File: src/rtl/timer_multi_pkg.sv
// timer_multi_pkg: register offsets and CTRL/STATUS bit positions shared by the multi-channel APB timer
package timer_multi_pkg;
    localparam logic [8:0] REG_COUNT  = 9'h000;
    localparam logic [8:0] REG_CTRL   = 9'h004;
    localparam logic [8:0] REG_CMP    = 9'h008;
    localparam logic [8:0] REG_STATUS = 9'h00C;
    localparam logic [8:0] REG_START  = 9'h100;
    localparam int CTRL_EN      = 0;
    localparam int CTRL_ONESHOT = 1;
    localparam int CTRL_CMP_IE  = 2;
    localparam int CTRL_OVF_IE  = 3;
    localparam int CTRL_PRESC   = 8;
    localparam int ST_CMP       = 0;
    localparam int ST_OVF       = 1;
endpackage

File: src/rtl/timer_multi_channel.sv
// timer_multi_channel: one timer channel (write strobes/wdata/start in; register read values and registered irq out)
module timer_multi_channel
    import timer_multi_pkg::*;
#(
    parameter int CNT_WIDTH   = 32,
    parameter int PRESC_WIDTH = 8
) (
    input  logic        clk,
    input  logic        rst,
    input  logic        wr_count,
    input  logic        wr_ctrl,
    input  logic        wr_cmp,
    input  logic        wr_status,
    input  logic        start,
    input  logic [31:0] wdata,
    output logic [31:0] count_rd,
    output logic [31:0] ctrl_rd,
    output logic [31:0] cmp_rd,
    output logic [31:0] status_rd,
    output logic        irq
);
    logic [CNT_WIDTH-1:0]   count, cmp, count_n;
    logic [PRESC_WIDTH-1:0] presc, pcnt, pcnt_n;
    logic en, oneshot, cmp_ie, ovf_ie, cmp_pend, ovf_pend;
    logic en_n, cmp_ie_n, ovf_ie_n, cmp_pend_n, ovf_pend_n;
    logic tick, cmp_hit, ovf_hit, fire;
    logic unused_wdata;
    assign tick    = en && pcnt == presc;
    assign cmp_hit = tick && cmp != '0 && count == cmp;
    assign ovf_hit = tick && !cmp_hit && (&count);
    assign fire    = cmp_hit || ovf_hit;
    assign unused_wdata = ^wdata;
    always_comb begin
        count_n    = wr_count ? wdata[CNT_WIDTH-1:0] : (wr_cmp || fire) ? '0 : tick ? count + CNT_WIDTH'(1) : count;
        pcnt_n     = (!en || tick || wr_count || wr_cmp || wr_ctrl) ? '0 : pcnt + PRESC_WIDTH'(1);
        en_n       = wr_ctrl ? wdata[CTRL_EN] : start ? 1'b1 : (fire && oneshot) ? 1'b0 : en;
        cmp_ie_n   = wr_ctrl ? wdata[CTRL_CMP_IE] : cmp_ie;
        ovf_ie_n   = wr_ctrl ? wdata[CTRL_OVF_IE] : ovf_ie;
        cmp_pend_n = cmp_hit || (cmp_pend && !(wr_status && wdata[ST_CMP]));
        ovf_pend_n = ovf_hit || (ovf_pend && !(wr_status && wdata[ST_OVF]));
    end
    always_ff @(posedge clk) begin
        if (rst) begin
            count    <= '0;
            cmp      <= '0;
            pcnt     <= '0;
            presc    <= '0;
            en       <= 1'b0;
            oneshot  <= 1'b0;
            cmp_ie   <= 1'b0;
            ovf_ie   <= 1'b0;
            cmp_pend <= 1'b0;
            ovf_pend <= 1'b0;
            irq      <= 1'b0;
        end else begin
            count    <= count_n;
            cmp      <= wr_cmp ? wdata[CNT_WIDTH-1:0] : cmp;
            pcnt     <= pcnt_n;
            presc    <= wr_ctrl ? wdata[CTRL_PRESC +: PRESC_WIDTH] : presc;
            en       <= en_n;
            oneshot  <= wr_ctrl ? wdata[CTRL_ONESHOT] : oneshot;
            cmp_ie   <= cmp_ie_n;
            ovf_ie   <= ovf_ie_n;
            cmp_pend <= cmp_pend_n;
            ovf_pend <= ovf_pend_n;
            irq      <= (cmp_pend_n && cmp_ie_n) || (ovf_pend_n && ovf_ie_n);
        end
    end
    assign count_rd = 32'(count);
    assign cmp_rd   = 32'(cmp);
    always_comb begin
        ctrl_rd                            = '0;
        ctrl_rd[CTRL_EN]                   = en;
        ctrl_rd[CTRL_ONESHOT]              = oneshot;
        ctrl_rd[CTRL_CMP_IE]               = cmp_ie;
        ctrl_rd[CTRL_OVF_IE]               = ovf_ie;
        ctrl_rd[CTRL_PRESC +: PRESC_WIDTH] = presc;
        status_rd                          = '0;
        status_rd[ST_CMP]                  = cmp_pend;
        status_rd[ST_OVF]                  = ovf_pend;
    end
endmodule

File: src/rtl/apb_timer_multi.sv
// apb_timer_multi: N-channel APB timer (APB slave on HCLK/HRESET, PSLVERR on unmapped access, one level irq_o per channel)
module apb_timer_multi
    import timer_multi_pkg::*;
#(
    parameter int APB_ADDR_WIDTH = 12,
    parameter int N_TIMERS       = 4,
    parameter int CNT_WIDTH      = 32,
    parameter int PRESC_WIDTH    = 8
) (
    input  logic                      HCLK,
    input  logic                      HRESET,
    input  logic [APB_ADDR_WIDTH-1:0] PADDR,
    input  logic [31:0]               PWDATA,
    input  logic                      PWRITE,
    input  logic                      PSEL,
    input  logic                      PENABLE,
    output logic [31:0]               PRDATA,
    output logic                      PREADY,
    output logic                      PSLVERR,
    output logic [N_TIMERS-1:0]       irq_o
);
    logic        access, err, wr, rd, is_start, ch_bad, hi_bad;
    logic [2:0]  ch;
    logic [8:0]  off;
    logic [31:0] count_rd [N_TIMERS];
    logic [31:0] ctrl_rd [N_TIMERS];
    logic [31:0] cmp_rd [N_TIMERS];
    logic [31:0] status_rd [N_TIMERS];
    logic        unused_addr;
    assign access      = PSEL && PENABLE;
    assign ch          = PADDR[6:4];
    assign off         = {5'd0, PADDR[3:2], 2'b00};
    assign is_start    = PADDR[8:0] == REG_START;
    assign ch_bad      = {1'b0, ch} >= 4'(N_TIMERS);
    assign hi_bad      = (PADDR >> 9) != '0;
    assign err         = ch_bad || (PADDR[8] && !is_start) || hi_bad;
    assign PSLVERR     = access && err;
    assign PREADY      = 1'b1;
    assign wr          = access && PWRITE && !err;
    assign rd          = access && !PWRITE && !err;
    assign unused_addr = ^{PADDR[7], PADDR[1:0]};
    genvar c;
    generate
        for (c = 0; c < N_TIMERS; c++) begin : g_ch
            logic sel;
            assign sel = wr && !PADDR[8] && ch == 3'(c);
            timer_multi_channel #(
                .CNT_WIDTH  (CNT_WIDTH),
                .PRESC_WIDTH(PRESC_WIDTH)
            ) u_ch (
                .clk      (HCLK),
                .rst      (HRESET),
                .wr_count (sel && off == REG_COUNT),
                .wr_ctrl  (sel && off == REG_CTRL),
                .wr_cmp   (sel && off == REG_CMP),
                .wr_status(sel && off == REG_STATUS),
                .start    (wr && is_start && PWDATA[c]),
                .wdata    (PWDATA),
                .count_rd (count_rd[c]),
                .ctrl_rd  (ctrl_rd[c]),
                .cmp_rd   (cmp_rd[c]),
                .status_rd(status_rd[c]),
                .irq      (irq_o[c])
            );
        end
    endgenerate
    always_comb begin
        PRDATA = '0;
        for (int i = 0; i < N_TIMERS; i++)
            if (rd && !PADDR[8] && ch == 3'(i))
                PRDATA = off == REG_COUNT ? count_rd[i] : off == REG_CTRL ? ctrl_rd[i] : off == REG_CMP ? cmp_rd[i] : status_rd[i];
    end
endmodule

File: config.mk
export PLATFORM = sky130hd
export DESIGN_NAME = apb_timer_multi
export DESIGN_NICKNAME = d
export VERILOG_FILES = /design/src/rtl/timer_multi_pkg.sv /design/src/rtl/timer_multi_channel.sv /design/src/rtl/apb_timer_multi.sv
export SDC_FILE = /design/constraint.sdc
export NUM_CORES = 1
export LEC_CHECK = 0
export ABC_AREA = 1
export BUFFER_PORTS_ARGS = -buffer_cell sky130_fd_sc_hd__buf_4
export CAP_MARGIN = 5
export CORE_MARGIN = 2
export CORE_UTILIZATION = 55
export DETAILED_ROUTE_END_ITERATION = 10
export HOLD_SLACK_MARGIN = 0.15
export PLACE_DENSITY = 0.76
export REMOVE_ABC_BUFFERS = 1
export SLEW_MARGIN = 10
export SYNTH_ARGS = -nofsm -noshare
export SYNTH_HDL_FRONTEND = slang
export SYNTH_HIERARCHICAL = 1
export SYNTH_SLANG_ARGS = --single-unit
File: constraint.sdc
create_clock -name HCLK -period 7.3 [get_ports HCLK]
set_clock_uncertainty 0.1 [all_clocks]
set_input_delay 2.19 -clock HCLK [delete_from_list [all_inputs] [get_ports HCLK]]
set_output_delay 2.19 -clock HCLK [all_outputs]
set_load 0.03 [all_outputs]
==> results of run 1 <==
==> state kept, by name, summed over array words and instances (netlist names) <==
| name | cells |
|---|---|
| g_ch.u_ch/ovf_pend | 4 |
| g_ch.u_ch/cmp_pend | 4 |
| g_ch.u_ch/en | 4 |
| g_ch.u_ch/irq | 4 |
| g_ch.u_ch/pcnt | 32 |
| g_ch.u_ch/cmp_ie | 4 |
| g_ch.u_ch/oneshot | 4 |
| g_ch.u_ch/ovf_ie | 4 |
| g_ch.u_ch/cmp_rd | 128 |
| g_ch.u_ch/count_rd | 128 |
| g_ch.u_ch/presc | 32 |
==> worst max-delay path by stage <==
stage                     startpoint    endpoint  slack [ps]  depth (start not counted)
after detailed placement    PADDR[1]  PRDATA[29]         570                         10
after global routing        PADDR[2]  PRDATA[10]         320                         12
after CTS                   PADDR[1]  PRDATA[29]         560                         10
final                      PADDR[10]  PRDATA[29]         410                         10
after global placement      PADDR[2]  PRDATA[20]         590                         13
after floorplan             PADDR[2]   PRDATA[0]       -1430                         10
==> cell usage in the layout (no fill, tap or decap), types with 12 or more instances in the layout <==
| cell | synthesis | final |
|---|---|---|
| nand2_1 | 1257 | 1256 |
| inv_1 | 433 | 429 |
| o21ai_0 | 427 | 427 |
| nor2_1 | 418 | 414 |
| nand3_1 | 363 | 363 |
| dfxtp_1 | 348 | 348 |
| a21oi_1 | 274 | 274 |
| conb_1 | 5 | 201 |
| nand4_1 | 165 | 165 |
| buf_4 | 231 | 130 |
| o211ai_1 | 88 | 88 |
| nor3_1 | 66 | 65 |
| xor2_1 | 63 | 63 |
| clkbuf_16 | 0 | 45 |
| o21ai_1 | 38 | 38 |
| a21oi_2 | 28 | 28 |
| o2111ai_1 | 28 | 28 |
| nor2_2 | 22 | 25 |
| nand2_2 | 21 | 21 |
| xnor2_1 | 21 | 21 |
| inv_2 | 15 | 14 |
| nor2_4 | 13 | 14 |
| nand3_2 | 14 | 14 |
| clkinv_2 | 0 | 12 |
| nand3b_1 | 12 | 12 |
==> stage by stage <==
step | area [um^2] | power [W]
3_3_place_gp | 27800 | 0.00232
2_1_floorplan | 25900 | 0.00214
5_1_grt | 29200 | 0.00464
4_1_cts | 29200 | 0.00452
3_5_place_dp | 27800 | 0.00232
6_report | 29200 | 0.00453
==> worst register-to-register path, delay by kind of cell (launching register included) <==
kind | cells | cell delay [ps]
and+or+nand+nor | 9 | 1800
AOI/OAI and AO/OA | 2 | 500
DFF | 1 | 640
==> cells by family (layout without fill, tap and decap cells) <==
kind of cell	after synthesis	after routing	synth area share, %
xor gates and xnor gates	84	84	2.62
DFF	348	348	24.8
buffers and inverters	948	665	16.6
adders and majority gates	8	8	0.356
other	5	202	0.0668
AOI/OAI and AO/OA	893	893	17.6
and+or+nand+nor	2400	2400	38.0
==> report_power, final <==
group	internal [W]	switching, W	total, W
sequential	0.00190	0.000000684	0.00190
clock	0.00129	0.000944	0.00224
combinational	0.0000977	0.000298	0.000396
==> area by class of cell <==
cell class	count	area (um^2)	share of cell area [%]
clock inverter	18	153	0.522
clock buffer	62	1280	4.38
sequential	348	6970	23.8
inverter	451	1710	5.83
multi-input combinational	3586	17200	59.0
tap	672	841	2.87
antenna	1	2.50	0.00856
timing repair buffer	134	1060	3.61
==> routing by layer <==
layer  vias to the layer above  part of all wire (%)  global-route usage (%)
met5                         -                     0                       0
met1                     13800                    39                    50.0
met4                         0                   6.5                    22.7
li1                      14700                     -                       -
met2                      1808                    43                    60.1
met3                       368                    12                    6.77
==> results.json, run 1 <==
{
  "wirelength_mm": 105,
  "arrival_ps": 4600,
  "crit_type": "input port to primary output",
  "fillers": 5099,
  "grt_max_degree": 110,
  "hold_ws_ps": 364,
  "cp_slowest_cell": "nand4_1",
  "syn-cell-area_um2": 28100,
  "yosysSeqAreaShare_pct": 24.8,
  "io_pins": 87,
  "worstHoldEndpoint": "g_ch[0].u_ch/pcnt[0]",
  "cts-root-buf": "clkbuf_16",
  "track_usage_pct": 38.6,
  "firstDrtPassIters": 6,
  "cts.reportedPaths.clkPinSlew_ps": 60,
  "grt_pass1_vias": 27600,
  "crit_fanout": 7,
  "setup-tns-final_ps": 0,
  "final_util_pct": 58.2,
  "drc": 0,
  "rows": 82,
  "initial_core_util_pct": 55.9,
  "clock_latency_ps": 590,
  "io_buffers": 85,
  "cap_violations": 0,
  "fin_crit_sh_pct": 94.4,
  "syn2layout_area_growth_pct": 4.13,
  "place_inst": 5191,
  "die_y_um": 230,
  "rsz0062_at_grt": "false",
  "die_w_um": 230,
  "dp_slack_ps": 567,
  "p_leak_nw": 13.0,
  "ys_ff_latch": 348,
  "cts_sinks": 348,
  "drv_slew": 0,
  "post-cts-setup-buffers": 0,
  "r2r_start": "g_ch[3].u_ch/count_rd[29]",
  "synth_top_area_cell": "dfxtp_1",
  "hold_buffers": 0,
  "synth_cell_types": 42,
  "hold_depth": 1,
  "status": "finished, final reports clean",
  "grt_overflow_total": 0,
  "crit_chain": "buf_4 > nor2_1 > nand2_1 > nor2_1 > nand4_1 > clkinv_1 > buf_4 > o211ai_1 > nand3_1 > buf_4",
  "max_stage_delay_ps": 470,
  "worst_slack_ps": 410,
  "synth.top_cell.area_share_pct": 24.8,
  "setup_violations": 0,
  "slew_headroom_pct": 23.8,
  "cts_tree": "built",
  "instances_no_fill": 5272,
  "globalplace.congestion": 1.04,
  "rr_worst_depth": 11,
  "worstHoldStart": "g_ch[0].u_ch/pcnt[0]",
  "power_per_cell_area_nw_per_um2": 155,
  "numCtsBuffers": 44,
  "core_area_um2": 50300,
  "hold_violations": 0,
  "die_area_um2": 52900,
  "yosys-top-cells-area": "dfxtp_1 (25%), nand2_1 (17%), o21ai_0 (7.6%)",
  "drive_gt1_share_pct": 7.91,
  "yosys_warnings": 6,
  "synthArstFlopShare_pct": 0,
  "dp_hpwl_mm": 72.3,
  "antenna_found_initial": 2,
  "num_vias": 30700,
  "cts.path.max_buffers": 3,
  "endpoint_kind": "primary output",
  "cp-start-kind": "input port",
  "yosys-top-cells-count": "nand2_1 (1257), inv_1 (433), o21ai_0 (427)",
  "hp-class": "flop to flop",
  "synth_cells": 4686,
  "worst_slew_pin_slew_ps": 1140,
  "wl_per_cell_um": 19.9,
  "timing.fmax_mhz": 145,
  "synthesis.area_per_instance_um2": 5.99,
  "synth_edf_count": 0,
  "h-tree-depth": 2,
  "critical_path_required_ps": 5010,
  "vias_per_cell": 5.83,
  "path_common_cell": "buf_4",
  "path_delay_family": "simple AND/OR/NAND/NOR gates",
  "grt_first_pass_wirelength_mm": 160,
  "drt_first_iter_violations": 4073,
  "critPathBufInv": 4,
  "peakVddDrop_mv": 0.176,
  "fin_nets": 4622,
  "synth_ff_type": "dfxtp_1",
  "yosysMostFrequentCell": "nand2_1",
  "rr_endpoint": "g_ch[3].u_ch/count_rd[2]",
  "regToRegSetupSlack_ps": 4140,
  "fin_crit_ps": 6890,
  "ant_nets": 0,
  "cts_resized": 0
}
No activity file was read; power rests on OpenSTA's default activity.
==> inputs of run 2 (changes only) <==
Settings changed: CORE_ASPECT_RATIO set to 1.75, CORE_UTILIZATION 55 to 50, PLACE_DENSITY 0.76 to 0.7, SLEW_MARGIN 10 to 40.
==> results.json, run 2 (synthesized netlist as in run 1, its figures left out) <==
{
  "status": "finished, final reports clean",
  "cp-start-kind": "input port",
  "core_area_um2": 55800,
  "initial_core_util_pct": 50.3,
  "firstDrtPassIters": 7,
  "cp-endpoint": "PRDATA[26]",
  "grt_overflow_total": 0,
  "h-tree-depth": 2,
  "grt_util_met2_pct": 62.4,
  "hp-class": "flop to flop",
  "crit_fanout": 33,
  "worst_slew_pin_slew_ps": 879,
  "crit_type": "input port to primary output",
  "fin_crit_sh_pct": 90.5,
  "hold_buffers": 0,
  "post-cts-setup-buffers": 0,
  "timing.critical_path.from": "PADDR[3]",
  "drv_slew": 0,
  "io_buffers": 85,
  "power_per_cell_area_nw_per_um2": 149,
  "critical_path_required_ps": 5010,
  "num_vias": 30200,
  "top_usage_layer": "met2",
  "final_cell_mix": "nand2_1 (1255), inv_1 (429), o21ai_0 (427)",
  "syn2layout_area_growth_pct": 3.92,
  "cts-root-buf": "clkbuf_16",
  "globalplace.congestion": 1.00,
  "rr_worst_depth": 11,
  "cts.path.max_buffers": 3,
  "grt_pass1_vias": 28000,
  "peakVddDrop_mv": 0.141,
  "vias_per_cell": 5.71,
  "dp_hpwl_mm": 75.3,
  "dp_slack_ps": 701,
  "fin_nets": 4618,
  "antenna_found_initial": 2,
  "setup_violations": 0,
  "fin_crit_ps": 6610,
  "die_w_um": 183,
  "rr_endpoint": "g_ch[1].u_ch/count_rd[27]",
  "regToRegSetupSlack_ps": 4080,
  "use_met3_pct": 3.83,
  "wirelength_mm": 105,
  "cap_violations": 0,
  "p_leak_nw": 13.0,
  "endpoint_kind": "primary output",
  "cts_tree": "built",
  "io_pins": 87,
  "place_inst": 5224,
  "layout.cells.most_common": "nand2_1",
  "globalRouteMet1Util_pct": 38.4,
  "cts_resized": 0,
  "drive_gt1_share_pct": 7.76,
  "instances_no_fill": 5291,
  "grt_first_pass_wirelength_mm": 161,
  "track_usage_pct": 35.5,
  "fillers": 5861,
  "wl_per_cell_um": 19.9,
  "die_y_um": 318,
  "numCtsBuffers": 37,
  "worst_slack_ps": 692,
  "rows": 115,
  "r2r_start": "g_ch[1].u_ch/presc[6]",
  "hold_violations": 0,
  "slew_headroom_pct": 41.1,
  "clock_latency_ps": 580,
  "drt_first_iter_violations": 2772,
  "total_power_w": 0.00434,
  "cts.reportedPaths.clkPinSlew_ps": 60,
  "die_area_um2": 58200,
  "ant_nets": 0,
  "arrival_ps": 4320,
  "rsz0062_at_grt": "false",
  "timing.fmax_mhz": 151,
  "cts_sinks": 348,
  "hold_ws_ps": 361,
  "drc": 0,
  "grt_max_degree": 107
}
[run 2: cell count changes in the layout (fill, tap and decap cells not counted), moves of 2 or more]
| cell | change |
|---|---|
| buf_12 | +3 |
| clkbuf_1 | -2 |
| clkbuf_16 | -6 |
| clkinv_2 | -6 |
| inv_6 | +2 |
[run 2: worst min-delay path by stage]
stage | from | endpoint | slack (ps) | cells past startpoint
2_1_floorplan | g_ch[0].u_ch/pcnt[0] | g_ch[0].u_ch/pcnt[0] | 330 | 1
3_3_place_gp | g_ch[3].u_ch/pcnt[0] | g_ch[3].u_ch/pcnt[0] | 340 | 1
3_5_place_dp | g_ch[3].u_ch/pcnt[0] | g_ch[3].u_ch/pcnt[0] | 350 | 1
4_1_cts | g_ch[3].u_ch/pcnt[0] | g_ch[3].u_ch/pcnt[0] | 360 | 1
5_1_grt | g_ch[2].u_ch/pcnt[0] | g_ch[2].u_ch/pcnt[0] | 390 | 1
6_report | g_ch[3].u_ch/pcnt[0] | g_ch[3].u_ch/pcnt[0] | 360 | 1
[run 2: layout make-up]
cell class	count	area [um^2]	share of cell area [%]
clock inverters	13	154	0.527
clock buffers	53	1110	3.80
diodes	1	2.50	0.00857
repair buffers	137	1120	3.84
flip-flops and latches	348	6970	23.9
inverters	451	1710	5.84
well taps	702	878	3.01
multi-input cells	3586	17300	59.1
[run 2: power breakdown]
part / leakage (nW) / switching (W) / internal, W
Sequential: 2.80 / 0.000000642 / 0.00190
Combinational: 9.54 / 0.000282 / 0.000101
Clock: 0.624 / 0.000893 / 0.00117
Total: 13.0 / 0.00118 / 0.00317
[run 2: through the flow]
| step | area (um^2) | setup TNS (ps) | utilization (%) |
|---|---|---|---|
| 2_1_floorplan | 25900 | -98580 | - |
| 3_3_place_gp | 27900 | 0 | 50.0 |
| 3_5_place_dp | 27900 | 0 | 50.0 |
| 4_1_cts | 29200 | 0 | 52.3 |
| 5_1_grt | 29200 | 0 | 52.3 |
| 6_report | 29200 | 0 | 52.3 |
[run 2: metal layers]
metal  vias up  share of wire, %
li1      14700                 -
met3       438               6.5
met2      1340                49
met1     13800                35
met5         -                 0
met4         0               9.3
[run 2: critical path, cell delays in order]
cell	delay, ps
buf_4	200
nor2_8	200
nand2_2	100
o21ai_4	210
nand3_1	160
nor2_4	430
buf_12	260
o211ai_1	200
nand2_1	140
buf_4	160
